===== src/rtl/tug_round_ctrl.sv =====
// Round controller for a two-player tug-of-war light game: key edge detection,
// scoring, post-point display hold, playfield restart and match-over latching.
module tug_round_ctrl #(
  parameter int unsigned HOLD_CYCLES = 4,
  parameter int unsigned MAX_SCORE   = 7
) (
  input  logic       clk,
  input  logic       reset,
  input  logic       keyL,
  input  logic       keyR,
  input  logic       edgeL,
  input  logic       edgeR,
  output logic       L,
  output logic       R,
  output logic       res,
  output logic [2:0] scoreL,
  output logic [2:0] scoreR,
  output logic [1:0] winner,
  output logic       busy
);

  localparam logic [1:0] StRestart = 2'd0;
  localparam logic [1:0] StPlay    = 2'd1;
  localparam logic [1:0] StHold    = 2'd2;
  localparam logic [1:0] StOver    = 2'd3;

  localparam logic [2:0] MaxScore = 3'(MAX_SCORE);
  localparam logic [7:0] HoldLoad = 8'(HOLD_CYCLES - 1);

  logic [1:0] state_q, state_d;
  logic       keyl_prev_q, keyl_prev_d;
  logic       keyr_prev_q, keyr_prev_d;
  logic       l_q, l_d;
  logic       r_q, r_d;
  logic [2:0] score_l_q, score_l_d;
  logic [2:0] score_r_q, score_r_d;
  logic [1:0] winner_q, winner_d;
  logic [7:0] hold_cnt_q, hold_cnt_d;

  logic       new_l, new_r;
  logic       point_l, point_r;
  logic [2:0] score_l_inc, score_r_inc;

  always_comb begin
    state_d     = state_q;
    keyl_prev_d = keyL;
    keyr_prev_d = keyR;
    l_d         = 1'b0;
    r_d         = 1'b0;
    score_l_d   = score_l_q;
    score_r_d   = score_r_q;
    winner_d    = winner_q;
    hold_cnt_d  = hold_cnt_q;

    new_l   = keyL & ~keyl_prev_q;
    new_r   = keyR & ~keyr_prev_q;
    point_l = (state_q == StPlay) & l_q & edgeL;
    point_r = (state_q == StPlay) & r_q & edgeR;

    // Saturating increment so a count can never wrap back to zero.
    score_l_inc = (score_l_q == 3'd7) ? 3'd7 : score_l_q + 3'd1;
    score_r_inc = (score_r_q == 3'd7) ? 3'd7 : score_r_q + 3'd1;

    case (state_q)
      StRestart: state_d = StPlay;
      StPlay: begin
        if (point_l) begin
          score_l_d = score_l_inc;
          if (score_l_inc == MaxScore) begin
            state_d  = StOver;
            winner_d = 2'b01;
          end else begin
            state_d    = StHold;
            hold_cnt_d = HoldLoad;
          end
        end else if (point_r) begin
          score_r_d = score_r_inc;
          if (score_r_inc == MaxScore) begin
            state_d  = StOver;
            winner_d = 2'b10;
          end else begin
            state_d    = StHold;
            hold_cnt_d = HoldLoad;
          end
        end else begin
          // Simultaneous new presses cancel each other out.
          l_d = new_l & ~new_r;
          r_d = new_r & ~new_l;
        end
      end
      StHold: begin
        if (hold_cnt_q == 8'd0) begin
          state_d = StRestart;
        end else begin
          hold_cnt_d = hold_cnt_q - 8'd1;
        end
      end
      StOver:  state_d = StOver;
      default: state_d = StRestart;
    endcase
  end

  always_ff @(posedge clk) begin
    if (reset) begin
      state_q     <= StRestart;
      // Prev registers start high so a key held through reset is not a press.
      keyl_prev_q <= 1'b1;
      keyr_prev_q <= 1'b1;
      l_q         <= 1'b0;
      r_q         <= 1'b0;
      score_l_q   <= 3'd0;
      score_r_q   <= 3'd0;
      winner_q    <= 2'b00;
      hold_cnt_q  <= 8'd0;
    end else begin
      state_q     <= state_d;
      keyl_prev_q <= keyl_prev_d;
      keyr_prev_q <= keyr_prev_d;
      l_q         <= l_d;
      r_q         <= r_d;
      score_l_q   <= score_l_d;
      score_r_q   <= score_r_d;
      winner_q    <= winner_d;
      hold_cnt_q  <= hold_cnt_d;
    end
  end

  assign L      = l_q;
  assign R      = r_q;
  assign res    = (state_q == StRestart);
  assign busy   = (state_q != StPlay);
  assign scoreL = score_l_q;
  assign scoreR = score_r_q;
  assign winner = winner_q;

endmodule

===== config.mk =====
export PLATFORM = sky130hd
export DESIGN_NAME = tug_round_ctrl
export DESIGN_NICKNAME = d
export VERILOG_FILES = /design/src/rtl/tug_round_ctrl.sv
export SDC_FILE = /design/constraint.sdc
export NUM_CORES = 1
export LEC_CHECK = 0
export BUFFER_PORTS_ARGS = -buffer_cell sky130_fd_sc_hd__buf_4
export CAP_MARGIN = 20
export CELL_PAD_IN_SITES_DETAIL_PLACEMENT = 0
export CELL_PAD_IN_SITES_GLOBAL_PLACEMENT = 1
export CORE_ASPECT_RATIO = 0.75
export CORE_MARGIN = 4
export CORE_UTILIZATION = 45
export CTS_BUF_LIST = sky130_fd_sc_hd__clkbuf_4 sky130_fd_sc_hd__clkbuf_8
export DETAILED_ROUTE_END_ITERATION = 7
export PLACE_DENSITY = 0.93
export SETUP_SLACK_MARGIN = 0.05
export SYNTH_ARGS = -nofsm -noshare
export SYNTH_HDL_FRONTEND = slang
export SYNTH_SLANG_ARGS = --single-unit

===== constraint.sdc =====
create_clock -name clk -period 3.9 [get_ports clk]
set_clock_uncertainty 0.2 [all_clocks]
set_input_delay 0 -clock clk [delete_from_list [all_inputs] [get_ports clk]]
set_output_delay 0 -clock clk [all_outputs]
set_load 0.05 [all_outputs]

# == After elaboration in Yosys (flattened, before gate mapping) ==
# Cells that the tools add are included.
# op_classes
addsub,3
n_eq_ne,14
mux,18
bitwise_logic,14
n_reduce_logical,11
# ops
operator,count
$mux W8,5
$pmux W8 S2,1
$mux W2,7
$eq A3 B3 Y1 const B,4
$ne A3 B3 Y1 const B,3
$and A1 B1 Y1,8
$logic_not A8 Y1,1
$pmux W2 S4,1
$sub A8 B1 Y8 const B,1
$add A3 B1 Y3 const B,2
$mux W3,2
$not A1 Y1,6
$reduce_bool A2 Y1,3
$reduce_and A5 Y1,1
$eq A2 B2 Y1 const B,2
$ne A2 B1 Y1 const B,2
$ne A2 B2 Y1 const B,2
$reduce_and A2 Y1,2
$reduce_and A4 Y1,1
$reduce_or A4 Y1,1
$reduce_and A3 Y1,1
$eq A2 B1 Y1 const B,1
$logic_not A2 Y1,1
$mux W1,2
# word_totals
regBits,22
inputBits,6
output_inout_bits,12
elab_cells,69

# == Longest topological paths before layout ==
# Gate-level depths: netlist of the first run.
# depth
depth_word,7
depth_mapped,8
depth_no_buf,7

# == Worst setup path after synthesis of the first run ==
# OpenSTA, ideal clock, no wires.
# synth_timing
path_type,register -> register
from,"register score_r_q[0], in the netlist scoreR[0]"
to,register hold_cnt_q[1]
setup_ns,0.139
t_arrival_ns,1.746
required_time_ns,3.561
setup_slack_ns,1.815
stages_incl_launch_ff,8
path_buffers,1
synth_period_minus_slack_ns,2.085
cell_sequence,dfxtp_1 > ha_1 > nand2b_1 > nand4_1 > a21oi_1 > and2_4 > buf_6 > a311oi_2
# synth_via
elab_chain_len,5
word_cells_on_any_way,6
cone_classes,1 x add/sub; 3 x eq/ne; 1 x mux; 1 x reduce/logical
# synth_rtl
element,line_no,rtl
"start, declared",36,"logic [2:0] score_r_q, score_r_d;"
"start signal, assigned",122,score_r_q <= score_r_d;
$add A3 B1 Y3 / $eq A3 B3 Y1 (equally long branches),62,score_r_inc = (score_r_q == 3'd7) ? 3'd7 : score_r_q + 3'd1;
$mux W3 *,62,
$eq A3 B3 Y1 *,78,if (score_r_inc == MaxScore) begin
$ne A3 B3 Y1 (no line) *,--,
$reduce_and A5 Y1 (no line) *,--,
"end signal, assigned",124,hold_cnt_q <= hold_cnt_d;
"end, declared",38,"logic [7:0] hold_cnt_q, hold_cnt_d;"
# Every way passes the cells marked *; elsewhere a longest branch is shown, timed or not.
# A chain may end at the register's enable or synchronous reset.

# == Worst setup path after layout of the first run ==
# layout_timing
from,register hold_cnt_q[0]
to,register hold_cnt_q[1]
# layout_via
elab_chain_len,3
word_cells_on_any_way,6
cone_classes,1 x add/sub; 1 x eq/ne; 2 x mux; 2 x reduce/logical
# layout_rtl
element,line_no
$sub A8 B1 Y8 / $logic_not A8 Y1 (equally long branches),"95, 92"
$mux W8 / $ne A2 B2 Y1 (equally long branches),--
$pmux W8 S2 / $reduce_and A5 Y1 (equally long branches),--
# Parallel ways exist; a longest one is shown, timed or not. The select of a mux whose other input is x is not followed.

==> flow_summary_export.csv, run 1 <==
group,metric,value,unit
critical_path,worstSetupEndpointType,"flop",
synth,yosys.area.top_type_share,40.7,%
critical_path,path_cells,"inv_1 -> ha_1 -> or4b_4 -> nor4_4 -> nand2_1 -> and2_4 -> a311oi_2",
power,ir_worst_vdd,0.247,mV
cells_and_area,multi_input_comb_area,599,sq um
detailed_routing,wire_per_inst,12.9,um
critical_path,crit_path_start,"hold_cnt_q[0]$_SDFFE_PP0P_",
detailed_routing,detail_route.drc_violations,0,
placement,numPortBuffers,17,
synth,synth_area_per_cell,8.72,sq um
die,dieArea,3260,sq um
detailed_routing,routed_via_density,5.33,
critical_path,worst_path_max_delay_cell,"sky130_fd_sc_hd__or4b_4",
run_status,status,"finished, final reports clean",
clock_network,root_buffer,"sky130_fd_sc_hd__clkbuf_4",
global_routing,gr-total-overflow,0,
critical_path,worst-endpoint-arrival,2.14,ns
cells_and_area,area.growth.synth_to_final,26.3,%
die,dieHeight,50.4,um
sta,final-max-slew-violation-count,0,
global_routing,grt_antenna_before_repair,0,
critical_path,slowest_delay,0.50,ns
critical_path,setup.reg_to_reg.worst_slack,1.78,ns
detailed_routing,drtIter0Drc,53,
synth,synth-warning-count,0,
cells_and_area,post_route_cells_drive_above_1_share,22.0,%
sta,grt_setup_unrepaired,"false",
placement,placed_cells,172,
clock_network,post_cts_resize_count,0,
clock_network,number_of_h_tree_levels,1,
critical_path,timing.critical_path.required,3.93,ns
clock_network,worst_setup_hold_path_clk_slew,0.12,ns
power,total_chip_power,611,uW
synth,synth_cells,124,
critical_path,critical-path-top-delay-family,"simple AND/OR/NAND/NOR gates",
cells_and_area,finish.cell_count_without_fillers,184,
detailed_routing,drt_first_pass_iters,4,
power,power_density,447,nW/um^2
critical_path,setup.worst_path.start_class,"flop",
critical_path,endpoint_of_the_worst_register_to_register_path,"hold_cnt_q[1]$_SDFFE_PP0P_",
synth,synthesis.nets,134,
sta,fin_crit,2.12,ns
hold_path,timing.hold.worst.class,"in -> reg",
sta,report.final.hold_viol_count,0,
sta,final_setup_fails,0,
critical_path,setup.worst_path.end,"hold_cnt_q[1]$_SDFFE_PP0P_",
die,die_w,64.6,um
clock_network,cts_tree,"done",
critical_path,worst_r2r_startpoint,"hold_cnt_q[0]$_SDFFE_PP0P_",
clock_network,clkLatencyLatePin,0.31,ns
job,max-cap-violations,0,
clock_network,cts_num_sinks,22,
clock_network,cts_max_path_buffers,2,
synth,yosys_register_bits,22,
synth,synth.largest_area_cell,"sky130_fd_sc_hd__dfxtp_1",
synth,synthTopCellsByArea,"sky130_fd_sc_hd__dfxtp_1, sky130_fd_sc_hd__nor2_1, sky130_fd_sc_hd__a21oi_1, sky130_fd_sc_hd__ha_1, sky130_fd_sc_hd__a211oi_2",
synth,cell_variety_after_synth,36,
sta,layout_worst_path_cycle_share,54.2,%
cells_and_area,post-route-util,59.6,%
synth,synth.yosys.seq_area_share,40.7,%
sta,timing.setup.tns,0,ns
cells_and_area,antenna-diode-count,0,
critical_path,depth_of_the_critical_timing_path_with_buffers_and_inverters_included,7,
cells_and_area,finish.instance_area,1370,sq um
sta,worstMarginPinSlew,0.751,ns
sta,relSlewSlack,49.8,%
die,floorplan.initialDensity,47.2,%
hold_path,hold_path.startpoint,"edgeL",
die,boundaryPins,18,
detailed_routing,totalWireLength,2.38,mm
clock_network,postCtsSetupBuffers,0,
cells_and_area,register_area,440,sq um
global_routing,grt_pass1_vias,953,
global_routing,grt_max_degree,24,
critical_path,worstSetupPathType,"reg -> reg",
die,core,2290,sq um
global_routing,gr-usage-all-layers,16.1,%
synth,synth.cell_area,1080,sq um
power,leakage_power_summed_over_all_cells,0.000510,uW
critical_path,reg2regPathDepth,7,
clock_network,cts_hold_buffers,8,
cells_and_area,fillCellCount,214,
die,placement_rows,15,
detailed_routing,antenna_violating_nets_post_route,0,
placement,gp_weighted_congestion,0.831,
detailed_routing,detailroute.via_count,981,
clock_network,tritoncts.num_buffers,3,
sta,achievable-frequency,473,MHz
critical_path,timing.critical_path.buf_inv,1,
placement,postPlaceCellArea,1230,sq um
global_routing,grt_first_pass_wirelength,4.11,mm
placement,place_hpwl,1.69,mm
cells_and_area,nets,161,
critical_path,critical_path.max_fanout,8,
[cells in the mapped netlist (all sizes together)]
| cell | count |
|---|---|
| dfxtp | 22 |
| nor2 | 20 |
| a21oi | 14 |
| nand2 | 10 |
| inv | 6 |
| a211oi | 4 |
| a311oi | 4 |
| ha | 4 |
| nand2b | 4 |
| nand3 | 4 |
| nor3 | 4 |
| buf | 2 |
| nand4 | 2 |
| nor2b | 2 |
| nor4 | 2 |
| o21a | 2 |
| o21ai | 2 |
| or2 | 2 |
| a221oi | 1 |
| a31o | 1 |
| a31oi | 1 |
| a32oi | 1 |
| and2 | 1 |
| and2b | 1 |
| and3 | 1 |
| clkbuf | 1 |
| mux2i | 1 |
| nor3b | 1 |
| o211ai | 1 |
| o311a | 1 |
| o32ai | 1 |
| or4b | 1 |
[kinds of logic (layout without fill, tap and decap cells)]
| family | count (synthesis) | count (layout) | synth area share, % |
|---|---|---|---|
| multiplexers | 1 | 1 | 0.926 |
| flip-flops | 22 | 22 | 40.7 |
| AO/OA/AOI/OAI | 33 | 33 | 23.4 |
| buffers and inverters | 9 | 35 | 3.82 |
| adder cells (fa/ha/maj) | 4 | 4 | 4.63 |
| AND/OR/NAND/NOR | 55 | 55 | 26.5 |
[worst reg2reg max path, delay by kind of cell (launching register included)]
kind / cells / cell delay (ns)
simple gates: 4 / 0.95
flops: 1 / 0.36
compound gates: 1 / 0.26
fa+ha+maj: 1 / 0.16
buf+inv: 1 / 0.09
[metrics by stage]
step	hold WS [ns]	worst slack (ns)
finish	0.00991	1.78
global route	0.0756	1.56
CTS	0.00825	1.77
detailed placement	0.00571	1.81
global placement	-0.00441	1.87
floorplan	-0.122	1.82
[cells in the final DEF (no fill, tap or decap), drive strengths merged, types with 3 or more instances in the layout]
master,count
a211oi,4
a21oi,14
a311oi,4
buf,17
clkbuf,3
dfxtp,22
dlygate4sd3,8
ha,4
inv,6
nand2,10
nand2b,4
nand3,4
nor2,20
nor3,4
[worst min path at each step]
stage | cells past startpoint | to | slack [ns]
2_1_floorplan | 1 | L$_SDFF_PP0_ | -0.12
3_3_place_gp | 2 | keyr_prev_q$_SDFF_PP1_ | -0.004
3_5_place_dp | 2 | keyl_prev_q$_SDFF_PP1_ | 0.006
4_1_cts | 5 | state_q[1]$_SDFFE_PP0P_ | 0.008
5_1_grt | 5 | state_q[0]$_SDFFE_PP0P_ | 0.08
6_report | 5 | state_q[1]$_SDFFE_PP0P_ | 0.01
[sequential cells by signal (all words and copies together), names as in the netlist]
signal / flops
L: 1
scoreR: 3
state_q: 2
keyr_prev_q: 1
keyl_prev_q: 1
R: 1
hold_cnt_q: 8
winner: 2
scoreL: 3
[cell type report]
class	count	area share, %
Timing Repair Buffer	25	15.2
Inverter	6	1.65
Clock buffer	3	1.65
Tap cell	34	3.12
Clock inverter	1	2.20
Sequential cell	22	32.3
Multi-Input combinational cell	93	43.9
[routing by layer]
layer	wire length, um	up-vias	track usage (%)
met5	0	-	0
met1	1170	462	20.3
li1	-	500	-
met2	1110	17	27.4
met4	9	0	1.75
met3	92	2	5.59
[power by group]
group / internal (uW) / leakage [uW] / switching, uW
sequential: 238 / 0.000179 / 14.0
clock: 104 / 0.0000279 / 69.6
combinational: 77.6 / 0.000303 / 108
(Power assumes the default switching activity.)
==> run 2, diff against run 1 <==
--- a/config.mk
+++ b/config.mk
@@ -11,10 +11,10 @@
 export CELL_PAD_IN_SITES_GLOBAL_PLACEMENT = 1
 export CORE_ASPECT_RATIO = 0.75
 export CORE_MARGIN = 4
-export CORE_UTILIZATION = 45
+export CORE_UTILIZATION = 39
 export CTS_BUF_LIST = sky130_fd_sc_hd__clkbuf_4 sky130_fd_sc_hd__clkbuf_8
 export DETAILED_ROUTE_END_ITERATION = 7
-export PLACE_DENSITY = 0.93
+export PLACE_DENSITY = 0.86
 export SETUP_SLACK_MARGIN = 0.05
 export SYNTH_ARGS = -nofsm -noshare
 export SYNTH_HDL_FRONTEND = slang
==> constraint.sdc (replaced) <==
create_clock -name clk -period 1.8 [get_ports clk]
set_clock_uncertainty 0.2 [all_clocks]
set_input_delay 0 -clock clk [delete_from_list [all_inputs] [get_ports clk]]
set_output_delay 0 -clock clk [all_outputs]
set_load 0.05 [all_outputs]
==> flow_summary_export.csv, run 2 (synthesis gave the netlist of run 1 again) <==
group,metric,value,unit
clock_network,cts_num_sinks,22,
detailed_routing,drt_first_pass_iters,4,
cells_and_area,area.growth.synth_to_final,44.0,%
die,floorplan.initialDensity,41.2,%
detailed_routing,drtIter0Drc,52,
global_routing,grt_pass1_vias,1024,
critical_path,setup.worst_path.start_class,"flop",
power,ir_worst_vdd,0.512,mV
clock_network,worst_setup_hold_path_clk_slew,0.08,ns
clock_network,cts_max_path_buffers,2,
sta,layout_worst_path_cycle_share,111,%
critical_path,worst-endpoint-arrival,1.97,ns
clock_network,clkLatencyLatePin,0.26,ns
die,placement_rows,16,
global_routing,grt_antenna_before_repair,0,
placement,place_hpwl,1.94,mm
run_status,status,"finished with violations",
job,max-cap-violations,0,
cells_and_area,top_register,"hold_cnt_q",
sta,final-max-slew-violation-count,0,
cells_and_area,fillCellCount,241,
cells_and_area,finish.instance_area,1560,sq um
power,leakage_power_summed_over_all_cells,0.000606,uW
critical_path,critical_path.max_fanout,8,
sta,fin_crit,2.00,ns
clock_network,cts_tree,"done",
placement,gp_weighted_congestion,0.729,
sta,relSlewSlack,75.4,%
critical_path,worst_path_max_delay_cell,"sky130_fd_sc_hd__or4b_4",
global_routing,gr-total-overflow,0,
cells_and_area,mostFrequentLayoutCells,"sky130_fd_sc_hd__buf_4, sky130_fd_sc_hd__nor2_1, sky130_fd_sc_hd__dfxtp_1, sky130_fd_sc_hd__a21oi_1, sky130_fd_sc_hd__nand2_1",
critical_path,path_cells,"inv_2 -> ha_4 -> or4b_4 -> nor4_4 -> nand2_1 -> and2_4 -> a311oi_2",
detailed_routing,antenna_violating_nets_post_route,0,
critical_path,worstSetupEndpointType,"flop",
clock_network,root_buffer,"sky130_fd_sc_hd__clkbuf_8",
detailed_routing,routed_via_density,5.32,
hold_path,timing.hold.worst.class,"reg -> reg",
placement,numPortBuffers,17,
sta,grt_setup_unrepaired,"true",
cells_and_area,nets,176,
critical_path,worstSetupPathType,"reg -> reg",
sta,achievable-frequency,501,MHz
cells_and_area,register_area,448,sq um
die,dieArea,3690,sq um
cells_and_area,final_common_cell,"sky130_fd_sc_hd__buf_4",
sta,worstMarginPinSlew,0.369,ns
sta,report.final.hold_viol_count,0,
sta,final_setup_fails,8,
run_status,failed_checks,"negative setup slack",
global_routing,gr-usage-all-layers,16.6,%
detailed_routing,wire_per_inst,14.3,um
global_routing,grt_max_degree,24,
die,core,2620,sq um
cells_and_area,antenna-diode-count,0,
placement,postPlaceCellArea,1340,sq um
cells_and_area,multi_input_comb_area,649,sq um
power,power_density,978,nW/um^2
die,boundaryPins,18,
global_routing,grt_first_pass_wirelength,4.49,mm
die,dieHeight,53.6,um
critical_path,slowest_delay,0.48,ns
detailed_routing,totalWireLength,2.88,mm
clock_network,number_of_h_tree_levels,1,
critical_path,timing.critical_path.required,1.78,ns
sta,fin_worst_hold_slack,0.315,ns
cells_and_area,post_route_cells_drive_above_1_share,38.2,%
detailed_routing,detailroute.via_count,1070,
cells_and_area,largest_register_ff_count,8,
sta,slack_of_the_critical_path,-0.197,ns
clock_network,tritoncts.num_buffers,3,
cells_and_area,post-route-util,59.4,%
die,die_w,68.8,um
detailed_routing,detail_route.drc_violations,0,
-- run 2: cell types whose count changed in the layout (fill, tap and decap cells not counted), moves of 2 or more --
| cell | delta |
|---|---|
| sky130_fd_sc_hd__buf_4 | +15 |
| sky130_fd_sc_hd__dfxtp_1 | -6 |
| sky130_fd_sc_hd__dfxtp_2 | +6 |
| sky130_fd_sc_hd__clkbuf_4 | -3 |
| sky130_fd_sc_hd__clkbuf_8 | +3 |
| sky130_fd_sc_hd__inv_1 | -2 |
| sky130_fd_sc_hd__inv_2 | +2 |
-- run 2: layout make-up --
class / instances / share of cell area, %
Clock buffer: 3 / 2.65
Timing Repair Buffer: 40 / 20.6
Inverter: 6 / 1.45
Multi-Input combinational cell: 93 / 41.7
Sequential cell: 22 / 28.8
Clock inverter: 1 / 1.93
Tap cell: 36 / 2.89
-- run 2: stage by stage --
stage / setup slack (ns) / TNS [ns] / instances / power (uW)
3_5_place_dp: -0.193 / -1.19 / 187 / 1010
5_1_grt: -0.292 / -2.12 / 201 / 1610
6_report: -0.197 / -1.24 / 201 / 1520
2_1_floorplan: -0.270 / -2.22 / 124 / 872
4_1_cts: -0.201 / -1.22 / 199 / 1490
3_3_place_gp: -0.160 / -0.913 / 187 / 993
-- run 2: worst paths after layout --
path	start	end	slack, ns	depth (start not counted)
worst max register to register	hold_cnt_q[0]$_SDFFE_PP0P_	hold_cnt_q[6]$_SDFFE_PP0P_	-0.20	7
worst max-delay path	hold_cnt_q[0]$_SDFFE_PP0P_	hold_cnt_q[6]$_SDFFE_PP0P_	-0.20	7
worst min register to register	scoreR[1]$_SDFFE_PP0P_	scoreR[1]$_SDFFE_PP0P_	0.31	2
worst min-delay path	scoreR[1]$_SDFFE_PP0P_	scoreR[1]$_SDFFE_PP0P_	0.31	2
-- run 2: routing by layer --
layer / vias up / share of wire [%] / GRT usage, %
li1: 534 / - / -
met1: 508 / 47 / 21.6
met2: 24 / 49 / 26.8
met3: 4 / 3.0 / 5.01
met4: 0 / 0.59 / 4.21
met5: - / 0 / 0
-- run 2: worst max-delay path: cells and delay by family (launching register included) --
kind                       cells  cell delay [ns]
buffers and inverters          1             0.07
DFF                            1             0.33
AOI/OAI and AO/OA              1             0.26
adders and majority gates      1             0.13
and+or+nand+nor                4             0.93
-- run 2: report_power, final --
group / switching (uW) / internal [uW] / total [uW]
Clock: 158 / 297 / 455
Combinational: 286 / 240 / 526
Sequential: 23.9 / 518 / 541
Total: 469 / 1050 / 1520
-- run 2: repair_timing --
action,4_1_cts,5_1_grt
setup buffers,0,2
hold buffers,8,0
resized for setup,1,8
setup endpoints to repair,9,14
pin swaps,2,4
endpoints found under the hold margin,22,0
